==> src/rtl/sm_tc_pkg.sv <==
// Shared types for the sign-magnitude / two's-complement converter:
// the per-beat conversion mode and the correction flags that travel with each word.
package sm_tc_pkg;

  typedef enum logic {
    MODE_SM2TC = 1'b0,
    MODE_TC2SM = 1'b1
  } mode_e;

  typedef struct packed {
    logic negz;
    logic sat;
  } flags_t;

endpackage

==> src/rtl/sm_tc_core.sv <==
// Combinational SM <-> TC conversion for one word, with flag generation.
// In both directions a negative word keeps its sign bit, and its low bits become
// the two's-complement negation of the low bits. The two words whose magnitude
// field is zero are the special cases:
//   SM -0      -> TC 0,            flagged negz
//   TC -2^(W-1) -> SM -(2^(W-1)-1), flagged sat (the true value has no SM code)
module sm_tc_core
  import sm_tc_pkg::*;
#(
  parameter int WIDTH = 3
) (
  input  logic [WIDTH-1:0] din,
  input  logic             mode,
  output logic [WIDTH-1:0] dout,
  output flags_t           flags
);

  logic [WIDTH-2:0] mag;
  logic [WIDTH-2:0] mag_neg;

  assign mag     = din[WIDTH-2:0];
  assign mag_neg = -mag;

  // Pick the converted word and raise the matching flag on the zero-magnitude case.
  always_comb begin
    dout  = din;
    flags = '0;
    if (din[WIDTH-1]) begin
      if (mag == '0) begin
        if (mode == MODE_SM2TC) begin
          dout       = '0;
          flags.negz = 1'b1;
        end else begin
          dout      = '1;
          flags.sat = 1'b1;
        end
      end else begin
        dout = {1'b1, mag_neg};
      end
    end
  end

endmodule

==> src/rtl/sm_tc_conv_pipe.sv <==
// Streaming SM <-> TC converter with valid/ready on both sides.
// Conversion happens on the input side; results land in an output register,
// or in a single skid register when the output is still waiting to be taken.
// in_ready is registered and simply reflects an empty skid register.
// Optional build macro: CONV_STATS_EN adds stat_clr plus saturating
// negz_cnt / sat_cnt counters of flagged beats accepted at the output.
module sm_tc_conv_pipe
  import sm_tc_pkg::*;
#(
  parameter int WIDTH = 3,
  parameter int TAG_W = 1
`ifdef CONV_STATS_EN
  ,
  parameter int CNT_W = 16
`endif
) (
  input  logic             clk,
  input  logic             rst_n,
  input  logic             in_valid,
  output logic             in_ready,
  input  logic [WIDTH-1:0] in_data,
  input  logic             in_mode,
  input  logic [TAG_W-1:0] in_tag,
  output logic             out_valid,
  input  logic             out_ready,
  output logic [WIDTH-1:0] out_data,
  output logic [TAG_W-1:0] out_tag,
`ifdef CONV_STATS_EN
  input  logic             stat_clr,
  output logic [CNT_W-1:0] negz_cnt,
  output logic [CNT_W-1:0] sat_cnt,
`endif
  output logic             out_negz,
  output logic             out_sat
);

  logic [WIDTH-1:0] conv_data;
  flags_t           conv_flags;
  flags_t           out_flags;
  logic             skid_valid;
  logic [WIDTH-1:0] skid_data;
  logic [TAG_W-1:0] skid_tag;
  flags_t           skid_flags;
  logic             in_fire;
  logic             out_fire;

  sm_tc_core #(.WIDTH(WIDTH)) u_core (
    .din   (in_data),
    .mode  (in_mode),
    .dout  (conv_data),
    .flags (conv_flags)
  );

  assign in_fire  = in_valid && in_ready;
  assign out_fire = out_valid && out_ready;
  assign out_negz = out_flags.negz;
  assign out_sat  = out_flags.sat;

  // Output/skid storage. A full skid blocks input, so in_fire never coincides with it.
  always_ff @(posedge clk or negedge rst_n) begin
    if (!rst_n) begin
      out_valid  <= 1'b0;
      out_data   <= '0;
      out_tag    <= '0;
      out_flags  <= '0;
      skid_valid <= 1'b0;
      skid_data  <= '0;
      skid_tag   <= '0;
      skid_flags <= '0;
      in_ready   <= 1'b1;
    end else if (skid_valid) begin
      if (out_fire) begin
        out_data   <= skid_data;
        out_tag    <= skid_tag;
        out_flags  <= skid_flags;
        skid_valid <= 1'b0;
        in_ready   <= 1'b1;
      end
    end else if (in_fire) begin
      if (!out_valid || out_fire) begin
        out_valid <= 1'b1;
        out_data  <= conv_data;
        out_tag   <= in_tag;
        out_flags <= conv_flags;
      end else begin
        skid_valid <= 1'b1;
        skid_data  <= conv_data;
        skid_tag   <= in_tag;
        skid_flags <= conv_flags;
        in_ready   <= 1'b0;
      end
    end else if (out_fire) begin
      out_valid <= 1'b0;
    end
  end

`ifdef CONV_STATS_EN
  // Saturating counters of flagged beats taken downstream; clear wins over increment.
  always_ff @(posedge clk or negedge rst_n) begin
    if (!rst_n) begin
      negz_cnt <= '0;
      sat_cnt  <= '0;
    end else if (stat_clr) begin
      negz_cnt <= '0;
      sat_cnt  <= '0;
    end else if (out_fire) begin
      if (out_flags.negz && (negz_cnt != '1)) negz_cnt <= negz_cnt + CNT_W'(1);
      if (out_flags.sat && (sat_cnt != '1))   sat_cnt  <= sat_cnt + CNT_W'(1);
    end
  end
`endif

endmodule

==> config.mk <==
export PLATFORM = sky130hd
export DESIGN_NAME = sm_tc_conv_pipe
export DESIGN_NICKNAME = d
export VERILOG_FILES = /design/src/rtl/sm_tc_pkg.sv /design/src/rtl/sm_tc_core.sv /design/src/rtl/sm_tc_conv_pipe.sv
export SDC_FILE = /design/constraint.sdc
export NUM_CORES = 1
export LEC_CHECK = 0
export ABC_AREA = 1
export CORE_ASPECT_RATIO = 0.7
export CORE_UTILIZATION = 25
export DETAILED_ROUTE_END_ITERATION = 12
export HOLD_SLACK_MARGIN = 0.05
export PLACE_DENSITY = 0.49
export RECOVER_POWER = 100
export SYNTH_ARGS = -nofsm -noshare
export SYNTH_HDL_FRONTEND = slang
export SYNTH_SLANG_ARGS = --single-unit
==> constraint.sdc <==
create_clock -name clk -period 1.4 [get_ports clk]
set_input_delay 0.28 -clock clk [delete_from_list [all_inputs] [get_ports clk]]
set_output_delay 0.28 -clock clk [all_outputs]
set_load 0.1 [all_outputs]
# After elaboration in Yosys (flattened, before gate mapping)

Index checks and enable logic that the tools add are counted.

Bits in latches: 0
Memories kept: 0
Register bits after elaboration: 15
Memory bits (writable): 0
ROM bits: 0

Shift-type cells: 0
Order comparisons: 0
Multiply operators: 0
Divide/modulo/power cells: 0
$add $sub $neg: 1
Bitwise logic cells: 2
Reductions and logical operators: 12
Multiplexer cells: 30
Eq/ne operators: 3

Operators with widths:

| cell                                                   | number |
|---|---|
| 2-to-1 mux 3 bit                                       | 7 |
| 2-to-1 mux 1 bit                                       | 17 |
| 2-to-1 mux 2 bit                                       | 6 |
| AND reduction 3 bit                                    | 4 |
| nonzero test 2 bit                                     | 3 |
| inequality test 2 x 1 -> 1 bit (second input constant) | 2 |
| logical AND 1 bit                                      | 2 |
| zero test 2 bit                                        | 1 |
| inequality test 2 bit (second input constant)          | 1 |
| negation 2 bit                                         | 1 |
| NOT 1 bit                                              | 2 |
| zero test 1 bit                                        | 1 |
| logical OR 1 bit                                       | 1 |

# Depth between registers and ports, before layout

Gate-level depths: netlist of run 1.

Depth in word-level cells: 6
Mapped depth: 8
Gate-level depth less buffers: 8

# By module

From an unflattened synthesis of run 1, not the netlist that was laid out.

Cell total of the unflattened synthesis: 104
Area, all modules: 818.3 um2

Modules (own cells, without submodules):

| module          | instances | area each (um2) | seq. area each (um2) | cells each |
|---|---|---|---|---|
| sm_tc_conv_pipe | 1         | 735.7           | 376.6                | 86 |
| sm_tc_core      | 1         | 82.6            | 0.0                  | 18 |

# Worst setup path after synthesis of run 1

Ideal clock, no wire load.

Kind: register -> register
From: register in_ready
To: register skid_flags[0] in the netlist's numbering
Setup time: 0.124 ns
Arrival time: 1.537 ns
Cell stages (with the launch flop): 6
Setup slack: -0.261 ns
Cells stage by stage: dfstp_2 nand2_1 nor2_4 nand3_2 nand2_1 o21ai_1

Cells in the longest elaborated chain, start to end: 2

Ends and longest elaborated chain:

| element                              | RTL line              | source |
|---|---|---|
| from (decl)                          | sm_tc_conv_pipe.sv:20 | `output logic in_ready,` |
| from (signal assigned)               | sm_tc_conv_pipe.sv:70 | `in_ready <= 1'b1;` |
| from (signal assigned)               | sm_tc_conv_pipe.sv:77 | `in_ready <= 1'b1;` |
| from (signal assigned)               | sm_tc_conv_pipe.sv:90 | `in_ready <= 1'b0;` |
| logical AND 1 bit                    | sm_tc_conv_pipe.sv:54 | `assign in_fire = in_valid && in_ready;` |
| AND reduction 3 bit (no source line) | n/a                   |  |
| to (signal assigned)                 | sm_tc_conv_pipe.sv:89 | `skid_flags <= conv_flags;` |
| to (decl)                            | sm_tc_conv_pipe.sv:43 | `flags_t skid_flags;` |

Every way passes these cells.
A chain may end at the register's enable or synchronous reset.

# Worst setup path after layout of run 1

From: register in_ready
To: output in_ready

No word-level cell between the ends.

==> results of run 1 <==
[kinds of logic (layout without fill, tap and decap cells)]
kind of cell	after synthesis	count (layout)	share of synthesized area [%]
and+or+nand+nor	62	62	36.8
DFF	15	15	47.1
buffers and inverters	15	38	8.29
AOI/OAI and AO/OA	10	10	6.26
adders and majority gates	1	1	1.56
[cell usage after synthesis]
cell type | instances | area [sq um]
dfrtp_1 | 14 | 350
inv_2 | 1 | 3.75
nor2_4 | 1 | 11.3
nand2_2 | 3 | 18.8
inv_4 | 1 | 6.26
nand2_1 | 46 | 173
buf_6 | 1 | 11.3
nand3_2 | 2 | 20.0
nor2_1 | 3 | 11.3
ha_1 | 1 | 12.5
nor3_4 | 1 | 16.3
o21ai_0 | 6 | 30.0
nand3_4 | 1 | 17.5
nor2_2 | 1 | 6.26
a21oi_1 | 2 | 10.0
o21ai_1 | 2 | 10.0
nand3_1 | 4 | 20.0
dfstp_2 | 1 | 26.3
inv_1 | 12 | 45.0
[area by class of cell]
class / instances / area share (%)
sequential: 15 / 34.4
multi-input combinational: 73 / 35.2
timing repair buffer: 20 / 17.3
inverter: 14 / 4.98
clock buffer: 4 / 4.07
tap: 36 / 4.07
[power groups by stage]
| stage | clock [mW] | combinational (mW) | sequential, mW |
|---|---|---|---|
| after floorplan | 0 | 0.0253 | 0.441 |
| after global placement | 0 | 0.0687 | 0.441 |
| after detailed placement | 0 | 0.0704 | 0.441 |
| after CTS | 0.369 | 0.0710 | 0.433 |
| after global routing | 0.402 | 0.0873 | 0.433 |
| final | 0.359 | 0.0766 | 0.433 |
[flip-flops by register name, indices dropped and copies added, names as in the netlist]
name / cells
in_ready: 1
skid_flags: 2
skid_tag: 1
out_sat: 1
out_valid: 1
out_negz: 1
skid_valid: 1
skid_data: 3
out_data: 3
out_tag: 1
[worst reg2reg max path: stages, from the launching register on]
cell	delay (ns)
dfstp_4	0.65
nand2_4	0.08
nor2_4	0.10
nand3_2	0.16
nand2_1	0.11
o21ai_0	0.08
[worst paths after layout]
check	start	slack (ns)	end	cells past startpoint
hold / removal	out_data[2]	0.48	out_data[2]	2
min in group asynchronous	rst_n	0.58	out_valid	2
setup / recovery	in_ready	0.05	in_ready	1
max in group asynchronous	rst_n	0.30	skid_valid	2
hold reg to reg	out_data[2]	0.48	out_data[2]	2
setup reg to reg	in_ready	0.12	skid_flags[0]	5
[layer usage]
| layer | part of all wire, % | track usage (%) | vias to the layer above |
|---|---|---|---|
| met4 | 1.7 | 5.10 | 0 |
| met3 | 5.7 | 4.55 | 4 |
| li1 | - | - | 359 |
| met5 | 0 | 0 | - |
| met2 | 43 | 17.5 | 18 |
| met1 | 50 | 15.9 | 327 |
[per-stage QoR]
stage	worst slack (ns)	power [mW]	utilization [%]	TNS [ns]	area [sq um]
detailed placement	-0.225	0.512	38.2	-1.43	1120
global placement	-0.180	0.510	38.2	-1.10	1120
CTS	0.0336	0.874	39.7	0	1160
finish	0.0452	0.870	37.8	0	1110
floorplan	0.0223	0.467	-	0	812
global route	0.0141	0.922	37.8	0	1110
==> flow_summary_export.csv, run 1 <==
group,metric,value,unit
floorplanning,dieWidth,69.6,microns
pwr,p_sw_share,22.7,%
grt,grt-ovfl-total,0,
timing,finalHoldViolCount,0,
pwr,leakage,0.577,nW
timing,slew_viol_final,0,
pwr,power.share.sequential,49.9,%
placed_design,dp_cells,158,
worst_setup_path,path_max_fanout,3,
route,drt_first_iter_violations,25,
floorplanning,die_y,49.3,microns
grt,grt_usage,12.0,%
pwr,p_int,0.672,mW
timing,hold_ws,0.477,ns
grt,antenna_found_initial,0,
pwr,pwr-share-clk,41.3,%
grt,grt_pass1_vias,703,
timing,fin_skew,0.000961,ns
worst_setup_path,cpLargestDelayFamily,"flip-flops",
floorplanning,start_util,27.4,%
logic_synthesis,synth.avg_cell_area,7.76,sq um
logic_synthesis,synth_cell_types,19,
finish,layout_common_cells,"45 x nand2_1, 14 x dfrtp_1, 12 x inv_1, 8 x o21ai_0, 8 x clkdlybuf4s50_1",
floorplanning,core-area,2920,sq um
clock_tree,cts_buffers,3,
route,routedWlPerCell,11.0,microns
timing,clock.fmax,738,MHz
timing,period_share,96.8,%
logic_synthesis,yosys_warnings,0,
grt,grt_pass1_wl,3.17,mm
clock_tree,clk_latency,0.25,ns
worst_setup_path,crit_path_top_delay_cell,"dfstp_4",
placed_design,gp_congestion,0.759,
route,first_pass_iters,4,
worst_setup_path,startpoint_type,"flip-flop",
placed_design,hpwl,1.32,mm
finish,area.growth.synth_to_final,38.3,%
floorplanning,rows,16,
clock_tree,cts_resized,0,
logic_synthesis,netlist_instances,103,
logic_synthesis,synth_seq_cells,15,
clock_tree,cts.sinks,15,
clock_tree,cts_tree,"yes",
logic_synthesis,syn_nets,113,
worst_setup_path,cp_cell_sequence,"buf_12",
clock_tree,post_cts_buffers,0,
clock_tree,cts-root-buf,"clkbuf_8",
worst_setup_path,setup.worst_path.end_class,"output pin",
timing,rsz0062_at_grt,"no",
logic_synthesis,yosysSeqAreaShare,47.1,%
grt,grt_max_degree,16,
finish,drive_gt1_share,24.6,%
route,final_antenna_net_count,0,
finish,final_nets,137,
floorplanning,num_io_pins,17,
floorplanning,dieArea,3430,sq um
worst_setup_path,max_stage_delay,0.65,ns
placed_design,io_buffers,16,
pwr,comb_power_share,8.8,%
clock_tree,clk_path_buf_depth,2,
finish,layoutNonFillerInstCount,162,
logic_synthesis,synth_area,800,sq um
clock_tree,cts.clk_slew.worst_paths,0.06,ns
finish,layout_commonest_cell,"nand2_1",
job,max_cap_viol_count,0,
route,avgViaCountPerCell,4.37,
route,drcViolationCount,0,
finish,fillers,315,
route,wl,1.78,mm
timing,tightest_slew,0.844,ns
worst_setup_path,required,1.12,ns
finish,multi_input_comb_area,389,sq um
hold_path,min_path_type,"reg -> reg",
clock_tree,holdBufCountCts,0,
pwr,powerDensity,786,nW/um^2
timing,min_period,1.35,ns
timing,max_slew_margin,43.7,%
outcome,status,"completed",
pwr,switching_power,0.198,mW
timing,setup_viol,0,
worst_setup_path,critPathBufInv,1,
worst_setup_path,worstSetupPathType,"reg -> out",
pwr,ir_worst_vdd,0.358,mV
clock_tree,cts_max_level,1,
finish,antenna_cells,0,
finish,ff_latch_area,380,sq um
worst_setup_path,crit_arrival,1.07,ns
route,num_vias,708,
(Power assumes the default switching activity.)
==> run 2, diff against run 1 <==
Settings changed: PLACE_DENSITY 0.49 to not set, PLACE_DENSITY_LB_ADDON set to 0.25.
==> run 2 against run 1 <==
- final cell count up 0.62%
- maximum frequency grew 0.14%
- critical path type unchanged
- combinational power is 12% lower
- flip-flop and latch count stayed put
- clock power barely moved
- critical endpoint unchanged
- via count fell by 2.8%
- non-clock buffer count grew 1
- clock skew rose by 0.0018 ns
- clock-buffer cell count decreased by 1
- die area is the same
- final area is 1.0% lower
- first-iteration DRC count fell by 40%
==> flow_summary_export.csv, run 2 (synthesis results as in run 1) <==
group,metric,value,unit
outcome,status,"completed",
placed_design,dp_cells,159,
floorplanning,start_util,27.4,%
placed_design,dpl_cell_area,1140,sq um
finish,layout_common_cells,"46 x nand2_1, 14 x dfrtp_1, 12 x inv_1, 8 x o21ai_0, 8 x clkdlybuf4s50_1",
route,drt_first_iter_violations,15,
timing,tightest_slew,0.856,ns
worst_setup_path,worstSetupPathType,"reg -> out",
pwr,p_int,0.664,mW
floorplanning,num_io_pins,17,
grt,grt_pass1_vias,639,
grt,grt-ovfl-total,0,
finish,layout_commonest_cell,"nand2_1",
floorplanning,dieArea,3430,sq um
finish,fin_util,37.5,%
hold_path,min_path_type,"reg -> reg",
route,final_antenna_net_count,0,
route,drcViolationCount,0,
worst_setup_path,path_max_fanout,3,
grt,grt_max_degree,16,
finish,drive_gt1_share,22.0,%
timing,period_share,96.6,%
clock_tree,clk_path_buf_depth,2,
worst_setup_path,cp_cell_sequence,"buf_12",
timing,finalHoldViolCount,0,
worst_setup_path,max_stage_delay,0.65,ns
finish,layoutNonFillerInstCount,163,
clock_tree,post_cts_buffers,0,
clock_tree,cts.sinks,15,
worst_setup_path,setup.worst_path.end_class,"output pin",
placed_design,io_buffers,16,
finish,reg_top3,"out_data x3, skid_data x3, skid_flags x2",
route,wl,1.76,mm
worst_setup_path,critPathBufInv,1,
hold_path,hold_end,"skid_data[2]",
clock_tree,cts_tree,"yes",
pwr,ir_worst_vdd,0.280,mV
clock_tree,holdBufCountCts,0,
hold_path,hold_depth,2,
route,first_pass_iters,4,
worst_setup_path,reg2reg_to,"out_data[0]",
grt,grt_usage,11.3,%
timing,slew_viol_final,0,
timing,fin_skew,0.00280,ns
grt,grt_pass1_wl,2.92,mm
finish,area.growth.synth_to_final,36.9,%
finish,final_nets,138,
route,avgViaCountPerCell,4.22,
timing,min_period,1.35,ns
timing,clock.fmax,739,MHz
route,num_vias,688,
worst_setup_path,cpLargestDelayFamily,"flip-flops",
worst_setup_path,required,1.12,ns
clock_tree,clk_latency,0.25,ns
finish,antenna_cells,0,
worst_setup_path,rrSetupSlack,0.08,ns
grt,antenna_found_initial,0,
worst_setup_path,crit_path_top_delay_cell,"dfstp_4",
floorplanning,rows,16,
route,routedWlPerCell,10.8,microns
timing,max_slew_margin,42.9,%
placed_design,gp_congestion,0.727,
clock_tree,cts_resized,0,
worst_setup_path,rr_startpoint,"in_ready",
clock_tree,cts.clk_slew.worst_paths,0.06,ns
pwr,powerDensity,783,nW/um^2
timing,setup_viol,0,
placed_design,hpwl,1.33,mm
worst_setup_path,startpoint_type,"flip-flop",
clock_tree,cts_buffers,3,
floorplanning,core-area,2920,sq um
pwr,comb_power_share,7.9,%
clock_tree,cts-root-buf,"clkbuf_8",
pwr,pwr-share-clk,41.5,%
finish,design_area,1090,sq um
hold_path,hold_start,"skid_data[2]",
worst_setup_path,crit_path_start,"in_ready",
pwr,power.share.sequential,50.6,%
pwr,p_sw_share,22.5,%
clock_tree,cts_max_level,1,
floorplanning,dieWidth,69.6,microns
pwr,leakage,0.579,nW
worst_setup_path,worst_r2r_path_depth,6,
floorplanning,die_y,49.3,microns
pwr,switching_power,0.193,mW
timing,rsz0062_at_grt,"no",
job,max_cap_viol_count,0,
worst_setup_path,crit_arrival,1.07,ns
timing,hold_ws,0.483,ns
[run 2: cell count changes in the layout (fill, tap and decap cells not counted)]
| cell | before | now |
|---|---|---|
| nand3_2 | 4 | 1 |
| ha_4 | 1 | 0 |
| nand2_1 | 45 | 46 |
| nor2_2 | 2 | 1 |
| ha_2 | 0 | 1 |
| nand2_2 | 3 | 2 |
| inv_2 | 1 | 2 |
| inv_4 | 1 | 0 |
| buf_12 | 2 | 3 |
| nor2_1 | 2 | 3 |
| nand3_1 | 2 | 5 |
| clkinv_2 | 0 | 1 |
| clkbuf_1 | 2 | 1 |
[run 2: worst max-delay path by stage]
stage | end | slack [ns] | cells past startpoint
floorplan | skid_flags[0] | 0.02 | 5
detailed placement | out_data[1] | -0.19 | 9
global placement | out_data[1] | -0.15 | 9
finish | in_ready | 0.05 | 1
global route | in_ready | 0.02 | 1
CTS | in_ready | 0.04 | 1
[run 2: area by class of cell]
class | count | area, sq um
Timing Repair Buffer | 21 | 211
Fill cell | 303 | 1830
Multi-Input combinational cell | 73 | 359
Tap cell | 36 | 45.0
Inverter | 14 | 52.6
Sequential cell | 15 | 380
Clock inverter | 1 | 5.00
Clock buffer | 3 | 41.3
[run 2: worst reg2reg max path: cells and delay by family (launching register included)]
family | cells | cell delay, ns
DFF | 1 | 0.65
and+or+nand+nor | 5 | 0.46
buffers and inverters | 1 | 0.14
[run 2: per-layer routing]
| layer | vias to the layer above | GRT usage (%) | wire length [microns] |
|---|---|---|---|
| li1 | 368 | - | - |
| met1 | 305 | 15.7 | 950 |
| met2 | 13 | 15.7 | 737 |
| met3 | 2 | 2.27 | 53 |
| met4 | 0 | 7.14 | 22 |
| met5 | - | 0 | 0 |
[run 2: per-stage QoR]
| step | power, mW | setup TNS (ns) | worst slack, ns |
|---|---|---|---|
| 2_1_floorplan | 0.467 | 0 | 0.0223 |
| 3_3_place_gp | 0.510 | -1.01 | -0.150 |
| 3_5_place_dp | 0.511 | -1.34 | -0.186 |
| 4_1_cts | 0.870 | 0 | 0.0395 |
| 5_1_grt | 0.899 | 0 | 0.0229 |
| 6_report | 0.857 | 0 | 0.0471 |
[run 2: power groups by stage]
stage / logic, mW / clock network (mW) / registers [mW]
2_1_floorplan: 0.0253 / 0 / 0.441
3_3_place_gp: 0.0691 / 0 / 0.441
3_5_place_dp: 0.0693 / 0 / 0.441
4_1_cts: 0.0698 / 0.367 / 0.433
5_1_grt: 0.0775 / 0.388 / 0.433
6_report: 0.0674 / 0.356 / 0.433
